--- config.mk ---
export PLATFORM = sky130hd
export DESIGN_NAME = swi_debouncer_flat
export DESIGN_NICKNAME = d
export VERILOG_FILES = /design/src/rtl/swi_debouncer_if.sv /design/src/rtl/swi_debouncer.sv /design/src/flat_wrapper.sv
export SDC_FILE = /design/constraint.sdc
export NUM_CORES = 1
export LEC_CHECK = 0
export BUFFER_PORTS_ARGS = -buffer_cell sky130_fd_sc_hd__clkbuf_2
export CORE_AREA = 2 2 78 80
export DETAILED_ROUTE_END_ITERATION = 6
export DIE_AREA = 0 0 80 82
export PLACE_DENSITY_LB_ADDON = 0.12
export SYNTH_ARGS = -nofsm -noshare
export SYNTH_HDL_FRONTEND = slang
export SYNTH_SLANG_ARGS = --single-unit
--- constraint.sdc ---
create_clock -name clk_2 -period 1.55 [get_ports clk_2]
set_input_delay 0.31 -clock clk_2 [delete_from_list [all_inputs] [get_ports clk_2]]
set_output_delay 0.31 -clock clk_2 [all_outputs]
set_load 0.01 [all_outputs]
--- src/rtl/swi_debouncer_if.sv ---
// Switch conditioning bundle: raw switch levels in, debounced levels and edge pulses out.
interface swi_debouncer_if #(
  parameter int NBITS = 8
);
  logic [NBITS-1:0] swi_raw;
  logic [NBITS-1:0] swi_stable;
  logic [NBITS-1:0] swi_rise;
  logic [NBITS-1:0] swi_fall;
  logic             swi_changed;

  modport master (
    output swi_raw,
    input  swi_stable,
    input  swi_rise,
    input  swi_fall,
    input  swi_changed
  );

  modport slave (
    input  swi_raw,
    output swi_stable,
    output swi_rise,
    output swi_fall,
    output swi_changed
  );
endinterface

--- src/rtl/swi_debouncer.sv ---
// Per-bit two-flop synchroniser plus stability counter; emits clean levels and one-cycle rise/fall pulses.
//
// state      | meaning
// IDLE       | cnt == 0, synchronised input agrees with stable level
// QUALIFYING | cnt > 0, input has differed from stable level for cnt cycles
module swi_debouncer #(
  parameter  int NBITS           = 8,
  parameter  int DEBOUNCE_CYCLES = 16,
  localparam int CNT_W           = $clog2(DEBOUNCE_CYCLES + 1)
) (
  input  logic           clk_2,
  input  logic           reset,
  swi_debouncer_if.slave bus
);

  localparam logic [CNT_W-1:0] CNT_LAST = CNT_W'(DEBOUNCE_CYCLES - 1);

  logic [NBITS-1:0] s1;
  logic [NBITS-1:0] s2;
  logic [NBITS-1:0] stable_q;
  logic [NBITS-1:0] rise_q;
  logic [NBITS-1:0] fall_q;
  logic             changed_q;
  logic [CNT_W-1:0] cnt_q [NBITS];

  logic [NBITS-1:0] stable_d;
  logic [NBITS-1:0] rise_d;
  logic [NBITS-1:0] fall_d;
  logic             changed_d;
  logic [CNT_W-1:0] cnt_d [NBITS];

  always_ff @(posedge clk_2) begin
    if (reset) begin
      s1        <= '0;
      s2        <= '0;
      stable_q  <= '0;
      rise_q    <= '0;
      fall_q    <= '0;
      changed_q <= 1'b0;
      for (int i = 0; i < NBITS; i++) cnt_q[i] <= '0;
    end else begin
      s1        <= bus.swi_raw;
      s2        <= s1;
      stable_q  <= stable_d;
      rise_q    <= rise_d;
      fall_q    <= fall_d;
      changed_q <= changed_d;
      for (int i = 0; i < NBITS; i++) cnt_q[i] <= cnt_d[i];
    end
  end

  // Any return to the stable value discards the partial count, so short glitches never qualify.
  always_comb begin
    stable_d = stable_q;
    rise_d   = '0;
    fall_d   = '0;
    for (int i = 0; i < NBITS; i++) begin
      cnt_d[i] = '0;
      if (s2[i] == stable_q[i]) begin
        cnt_d[i] = '0;
      end else if (cnt_q[i] == CNT_LAST) begin
        stable_d[i] = s2[i];
        rise_d[i]   = s2[i];
        fall_d[i]   = ~s2[i];
        cnt_d[i]    = '0;
      end else begin
        cnt_d[i] = cnt_q[i] + CNT_W'(1);
      end
    end
    changed_d = |(rise_d | fall_d);
  end

  always_comb begin
    bus.swi_stable  = stable_q;
    bus.swi_rise    = rise_q;
    bus.swi_fall    = fall_q;
    bus.swi_changed = changed_q;
  end

endmodule

--- src/flat_wrapper.sv ---
// flat-port wrapper written by rule: the top's interface ports become plain ports
module swi_debouncer_flat 
#(
  parameter  int NBITS           = 8,
  parameter  int DEBOUNCE_CYCLES = 16,
  localparam int CNT_W           = $clog2(DEBOUNCE_CYCLES + 1)
)
  (clk_2, reset, bus_swi_raw, bus_swi_stable, bus_swi_rise, bus_swi_fall, bus_swi_changed);
  swi_debouncer_if #(.NBITS(NBITS)) bus_i ();
  input  logic clk_2;
  input  logic reset;
  input wire logic [$bits(bus_i.swi_raw)-1:0] bus_swi_raw;
  output wire logic [$bits(bus_i.swi_stable)-1:0] bus_swi_stable;
  output wire logic [$bits(bus_i.swi_rise)-1:0] bus_swi_rise;
  output wire logic [$bits(bus_i.swi_fall)-1:0] bus_swi_fall;
  output wire logic [$bits(bus_i.swi_changed)-1:0] bus_swi_changed;
  assign bus_i.swi_raw = bus_swi_raw;
  assign bus_swi_stable = bus_i.swi_stable;
  assign bus_swi_rise = bus_i.swi_rise;
  assign bus_swi_fall = bus_i.swi_fall;
  assign bus_swi_changed = bus_i.swi_changed;
  swi_debouncer #(.NBITS(NBITS), .DEBOUNCE_CYCLES(DEBOUNCE_CYCLES)) u_core (.clk_2(clk_2), .reset(reset), .bus(bus_i));
endmodule
# Word-level counts from Yosys, hierarchy flattened
# Memories as Yosys holds them, arrays and structs flattened.
# Index checks and enable logic that the tools add are counted.
[op_classes]
addsub = 8
n_eq_ne = 16
n_mux = 59
n_bitwise = 25
reduce_logical = 9
[ops]
columns = ["op", "count"]
rows = [
  ["2-to-1 mux 5 bit", 24],
  ["adder 5 x 1 -> 5 bit, second input constant", 8],
  ["equality test 5 x 4 -> 1 bit, second input constant", 8],
  ["2-to-1 mux 1 bit", 35],
  ["inverter 1 bit", 16],
  ["AND reduction 2 bit", 8],
  ["equality test 1 bit", 8],
  ["bitwise OR 1 bit", 8],
  ["bitwise OR 8 bit", 1],
  ["OR reduction 8 bit", 1],
]
[totals]
ff_bits = 41
ram_bits = 40
input_bits = 10
output_inout_bits = 25
wordCells = 131
n_memories = 1
[memory_table]
columns = ["name", "depth", "width", "read_ports", "rd_ports_with_merged_regs", "wr", "line", "source"]
rows = [
  ["u_core.cnt_q", 8, 5, 8, 0, 8, "swi_debouncer.sv:24", "logic [CNT_W-1:0] cnt_q [NBITS];"],
]

# Longest topological paths before layout
# Gate-level depths: netlist of the first run.
[logic_depth]
word_depth = 5
depth_mapped = 6
ltp_nobuf = 6

# Worst setup path after synthesis of the first run
# No wires, ideal clock.
[synth_path]
path_kind = "register -> register"
start = "mem u_core.cnt_q[0][25] (netlist bit)"
end = "reg u_core.changed_q, in the netlist u_core.bus.swi_changed"
setup_ps = 125
t_arrival_ps = 1459
t_required_ps = 1425
setup_slack_ps = -34
stages_incl_launch_ff = 7
path_buffers = 0
period_less_slack_ps = 1584
cell_sequence = "dfxtp_1 > ha_1 > and3_1 > ha_1 > inv_1 > o22ai_1 > o41a_1"
[synth_rtl]
columns = ["element", "line", "source"]
rows = [
  ["start: declaration", "swi_debouncer.sv:24", ""],
  ["end signal: assignment", "swi_debouncer.sv:47", "changed_q <= changed_d;"],
  ["end: declaration", "swi_debouncer.sv:23", "logic changed_q;"],
]

==> flow_summary_export.csv, run 1 <==
group,metric,value,unit
timing,fin_crit,1.54,ns
timing,rsz0062_at_grt,"yes",
final_layout,fin_nets,371,
timing,clock_skew,0.00754,ns
floorplanning,core_area,5750,um2
place,dp_hpwl,3.38,mm
floorplanning,fp.dieW,80,um
clocking,cts_tree,"done",
drt,detail-route-antenna-nets,0,
timing,worst_pin_slew,0.467,ns
worst_setup_path,cp_top_family,"compound AO/OA/AOI/OAI gates",
final_layout,utilization,0.641,
global_route,grt_overflow,0,
floorplanning,die_h,82,um
place,routabilityCongestion,0.695,
floorplanning,ios,35,
global_route,grt_usage,0.158,
synthesis,synth_compound_area_frac,0.0127,
place,io_buffers,34,
synthesis,muxShareOfSynthArea,0.0279,
worst_hold_path,hold-path-cell-count,2,
worst_setup_path,crit_arrival,1.75,ns
final_layout,antenna_cells,0,
clocking,path_clk_slew,0.08,ns
worst_setup_path,crit_chain,"ha_1, and3_1, ha_2, inv_2, o22ai_2, o41a_1",
synthesis,synth_fp_nets,294,
worst_setup_path,r2r-end,"u_core.bus.swi_changed",
global_route,grt_pass1_vias,1880,
final_layout,drive_gt1_frac,0.370,
synthesis,netlist_area,2870,um2
worst_hold_path,hold_start,"bus_swi_raw[1]",
clocking,numCtsBuffers,9,
power,ir_drop,0.673,mV
worst_setup_path,timing.rr.start,"u_core.cnt_q[0][0]",
clocking,root_buffer,"clkbuf_8",
worst_setup_path,reg2regPathDepth,6,
worst_hold_path,worstHoldPathType,"input pin to flip-flop",
synthesis,synthSimpleGateAreaFrac,0.210,
timing,fmax,651,MHz
clocking,clock_latency,0.33,ns
synthesis,yosys.area_share.adder,0.0699,
synthesis,ys_types,16,
power,powerDensity,951,nW/um2
drt,vias_per_cell,4.74,
drt,wl_per_cell,11.1,um
global_route,antenna_found_initial,0,
timing,finalHoldViolCount,0,
worst_hold_path,holdPathEnd,"u_core.s1[1]",
worst_setup_path,critPathKind,"flip-flop to flip-flop",
run_status,status,"completed",
drt,wirelength,4.71,mm
worst_setup_path,critPathBufInv,1,
floorplanning,rows,28,
worst_setup_path,cp_slowest_cell,"o41a_1",
timing,fin_crit_sh,0.990,
synthesis,synth_xor_area_frac,0.0734,
worst_setup_path,cpPeakStageDelay,0.40,ns
synthesis,syn_avg_cell_area,10.7,um2
synthesis,synth_seq_area_share,0.566,
drt,drc_errors,0,
final_layout,area_growth,28.5,%
timing,holdWs,0.185,ns
worst_setup_path,end_kind,"flip-flop",
timing,final-max-slew-violation-count,0,
worst_setup_path,reg2reg_slack,0.01,ns
clocking,cts_max_level,3,
worst_setup_path,worstSetupStartpointType,"flip-flop",
clocking,clock-sinks,81,
clocking,cts_max_path_buffers,2,
timing,fin_ws,0.0150,ns
place,pre_cts_ws,-0.0610,ns
drt,dr.pass1.iters,2,
drt,num_vias,2008,
synthesis,synth_warnings,0,
global_route,grt_max_degree,21,
synthesis,synth_top_family_by_area,"simple AND/OR/NAND/NOR gates",
flow_run,drv_cap,0,
timing,finalSetupViolations,0,
synthesis,synth_cells,268,
worst_setup_path,worstPathRequired,1.77,ns
floorplanning,dieArea,6560,um2
power,leakagePower,1.46,nW
worst_setup_path,worstPathMaxFanout,3,
global_route,grt_pass1_wl,7.96,mm
drt,drt-initial-drc-count,31,
synthesis,ys_ff_latch,81,
floorplanning,initial_core_util,0.499,
timing,relSlewSlack,0.689,
worst max path at each step:
stage                             start                     end  slack (ns)  cells after the start
finish               u_core.cnt_q[0][0]  u_core.bus.swi_changed        0.01                      6
global route        u_core.cnt_q[0][20]  u_core.bus.swi_changed       -0.04                      6
CTS                 u_core.cnt_q[0][25]  u_core.bus.swi_changed      0.0003                      6
detailed placement  u_core.cnt_q[0][35]  u_core.bus.swi_changed       -0.06                      6
global placement    u_core.cnt_q[0][35]  u_core.bus.swi_changed       -0.02                      6
floorplan           u_core.cnt_q[0][35]  u_core.bus.swi_changed       0.001                      6
stage by stage:
step / TNS (ns) / power, W / instances / area (um2)
final: 0 / 0.00350 / 424 / 3680
after global routing: -0.0434 / 0.00364 / 424 / 3680
after global placement: -0.0207 / 0.00226 / 406 / 3370
after detailed placement: -0.0610 / 0.00227 / 406 / 3370
after CTS: 0 / 0.00353 / 423 / 3590
after floorplan: 0 / 0.00223 / 268 / 2880
timing repair:
action                                  in CTS  in global routing
endpoints found under the setup margin       2                 17
setup buffers                                2                  1
resized for setup                           18                 17
hold buffers                                 0                  0
pin swaps                                    6                  7
area by class of cell:
class | instances | area (um2)
clock buffer | 11 | 141
clock inverter | 4 | 20.0
fill | 493 | 2060
inverter | 25 | 93.8
multi-input combinational | 157 | 1260
sequential | 81 | 1630
tap | 75 | 93.8
timing repair buffer | 71 | 448
state kept, by name, indices dropped and copies added (netlist names):
signal	flops
u_core.s2	8
u_core.bus.swi_changed	1
u_core.bus.swi_fall	8
u_core.s1	8
u_core.bus.swi_stable	8
u_core.bus.swi_rise	8
u_core.cnt_q	40
cell families (layout without fill, tap and decap cells):
logic type	after synthesis	after routing
AND/OR/NAND/NOR	104	104
flip-flops	81	81
buffers and inverters	30	111
XOR/XNOR	24	24
adder cells (fa/ha/maj)	16	16
multiplexers	8	8
AO/OA/AOI/OAI	5	5
metal layers:
metal | wire length, um | vias up | global-route usage
met1 | 2170 | 949 | 0.192
met4 | 88 | 0 | 0.0797
met5 | 0 | - | 0
met3 | 151 | 8 | 0.0352
met2 | 2300 | 25 | 0.266
li1 | - | 1026 | -
cells in the final DEF (no fill, tap or decap), types with 8 or more instances in the layout:
master     n
nor4b_1   11
xnor2_1   16
nand3_1    8
nor2_1    46
inv_1     18
clkbuf_2  34
or3_4      8
xor2_1     8
clkbuf_8  10
nor2b_1   16
ha_2       9
mux2i_1    8
dfxtp_1   77
buf_4     37
synthesized netlist by cell type (all sizes together):
cell type / number / share of area
dfxtp: 81 / 0.57
xnor2: 16 / 0.049
and3: 8 / 0.017
o22ai: 4 / 0.0087
ha: 16 / 0.070
buf: 3 / 0.0052
nand3: 8 / 0.014
inv: 25 / 0.033
xor2: 8 / 0.024
or3: 8 / 0.031
nor2: 48 / 0.063
mux2i: 8 / 0.028
o41a: 1 / 0.0039
nor2b: 16 / 0.035
clkbuf: 2 / 0.0026
nor4b: 16 / 0.049
report_power, final:
part / internal (W) / switching (W)
logic: 0.0000502 / 0.0000482
clock network: 0.000606 / 0.000676
registers: 0.00211 / 0.0000155
total: 0.00276 / 0.000740
Note: power is estimated with default switching activity, not from simulation.
==> run 2, diff against run 1 <==
- BUFFER_PORTS_ARGS: -buffer_cell sky130_fd_sc_hd__clkbuf_2 -> unset
- CORE_AREA: 2 2 78 80 -> 2 2 76 78
- DIE_AREA: 0 0 80 82 -> 0 0 78 80
- DONT_BUFFER_PORTS: unset -> 1
==> flow_summary_export.csv, run 2 (synthesized netlist as in run 1, its figures left out) <==
group,metric,value,unit
final_layout,antenna_cells,0,
timing,fin_crit_sh,0.968,
final_layout,utilization,0.672,
final_layout,largest_register_ffs,40,
drt,dr.pass1.iters,3,
worst_hold_path,hold_start,"reset",
final_layout,largest-register,"u_core.cnt_q",
timing,final-max-slew-violation-count,0,
final_layout,layout_common_cells,"dfxtp_1, nor2_1, buf_4, inv_1",
timing,finalHoldViolCount,0,
timing,fin_crit,1.50,ns
drt,vias_per_cell,4.83,
floorplanning,dieArea,6240,um2
clocking,path_clk_slew,0.08,ns
power,power.total,0.00388,W
final_layout,final_common_cell,"dfxtp_1",
worst_setup_path,cp_slowest_cell,"o41a_1",
clocking,clock-sinks,81,
clocking,ctsHoldBuffers,0,
timing,relSlewSlack,0.760,
clocking,numCtsBuffers,9,
drt,num_vias,1875,
worst_setup_path,startpoint,"u_core.cnt_q[0][30]",
drt,detail-route-antenna-nets,0,
floorplanning,initial_core_util,0.530,
run_status,status,"completed",
final_layout,final_area,3630,um2
timing,clock_skew,0.00698,ns
drt,wirelength,4.64,mm
global_route,grt_overflow,0,
drt,drt-initial-drc-count,45,
place,dp_hpwl,2.88,mm
flow_run,drv_cap,0,
final_layout,fin_nets,337,
worst_setup_path,worstPathMaxFanout,3,
place,routabilityCongestion,0.723,
global_route,grt_max_degree,50,
worst_setup_path,critPathBufInv,1,
power,leakagePower,1.32,nW
worst_setup_path,cp_top_family,"compound AO/OA/AOI/OAI gates",
power,powerDensity,1070,nW/um2
power,p_sw,0.000733,W
drt,wl_per_cell,12.0,um
power,p_clk_frac,0.436,
clocking,root_buffer,"clkbuf_8",
global_route,antenna_found_initial,0,
floorplanning,core_area,5410,um2
place,io_buffers,0,
power,p_sw_frac,0.189,
timing,holdWs,0.0387,ns
worst_hold_path,worstHoldPathType,"input pin to flip-flop",
timing,fmax,666,MHz
worst_setup_path,timing.rr.start,"u_core.cnt_q[0][30]",
worst_setup_path,crit_chain,"ha_2, and3_4, ha_4, inv_2, o22ai_2, o41a_1",
global_route,grt_pass1_wl,7.88,mm
drt,drc_errors,0,
power,power.internal,0.00314,W
final_layout,area_growth,26.7,%
clocking,cts_max_level,3,
floorplanning,die_h,80,um
worst_setup_path,worstPathRequired,1.77,ns
clocking,cts_tree,"done",
power,ir_drop,0.941,mV
floorplanning,rows,27,
floorplanning,ios,35,
worst_setup_path,worstSetupStartpointType,"flip-flop",
floorplanning,fp.dieW,78,um
timing,worst_pin_slew,0.355,ns
worst_setup_path,crit_arrival,1.72,ns
timing,finalSetupViolations,0,
worst_setup_path,cpPeakStageDelay,0.42,ns
clocking,cts_max_path_buffers,2,
final_layout,drive_gt1_frac,0.316,
clocking,clock_latency,0.34,ns
worst_setup_path,critPathKind,"flip-flop to flip-flop",
power,pwr-share-comb,0.016,
power,pwr-share-seq,0.548,
global_route,grt_pass1_vias,1814,
place,placed_area,3170,um2
global_route,grt_usage,0.164,
worst_setup_path,end_kind,"flip-flop",
[run 2: through the flow]
step,instances,setup TNS [ns],worst slack (ns)
floorplan,268,0,0.000980
global placement,365,-0.0316,-0.0316
detailed placement,365,-0.0552,-0.0552
CTS,383,0,0.00238
global route,388,-0.0267,-0.0227
finish,388,0,0.0494
[run 2: layout make-up]
cell class / count / area (um2)
Multi-Input combinational cell: 157 / 1320
Clock buffer: 14 / 163
Inverter: 25 / 93.8
Sequential cell: 81 / 1630
Tap cell: 72 / 90.1
Timing Repair Buffer: 37 / 278
Clock inverter: 2 / 60.1
Fill cell: 413 / 1770
[run 2: power groups by stage]
| stage | Combinational (W) | Sequential (W) | Clock (W) |
|---|---|---|---|
| 6_report | 0.0000622 | 0.00212 | 0.00169 |
| 5_1_grt | 0.0000714 | 0.00213 | 0.00182 |
| 4_1_cts | 0.0000601 | 0.00212 | 0.00174 |
| 3_5_place_dp | 0.0000586 | 0.00217 | 0 |
| 3_3_place_gp | 0.0000579 | 0.00217 | 0 |
| 2_1_floorplan | 0.0000593 | 0.00217 | 0 |
[run 2: final timing paths]
path	end	slack [ns]	depth (start not counted)
worst min-delay path	u_core.s1[4]	0.04	1
worst min register to register	u_core.s2[3]	0.44	1
worst max register to register	u_core.bus.swi_changed	0.05	6
worst max-delay path	u_core.bus.swi_changed	0.05	6
[run 2: timing repair]
item	4_1_cts	5_1_grt
setup endpoints to repair	2	12
pin swaps	8	8
setup buffers	2	5
resized for setup	18	28
[run 2: routing by layer]
metal,track usage,vias up,wire length (um)
li1,-,965,-
met1,0.192,875,2100
met2,0.271,27,2250
met3,0.0475,8,205
met4,0.0895,0,82
met5,0,-,0
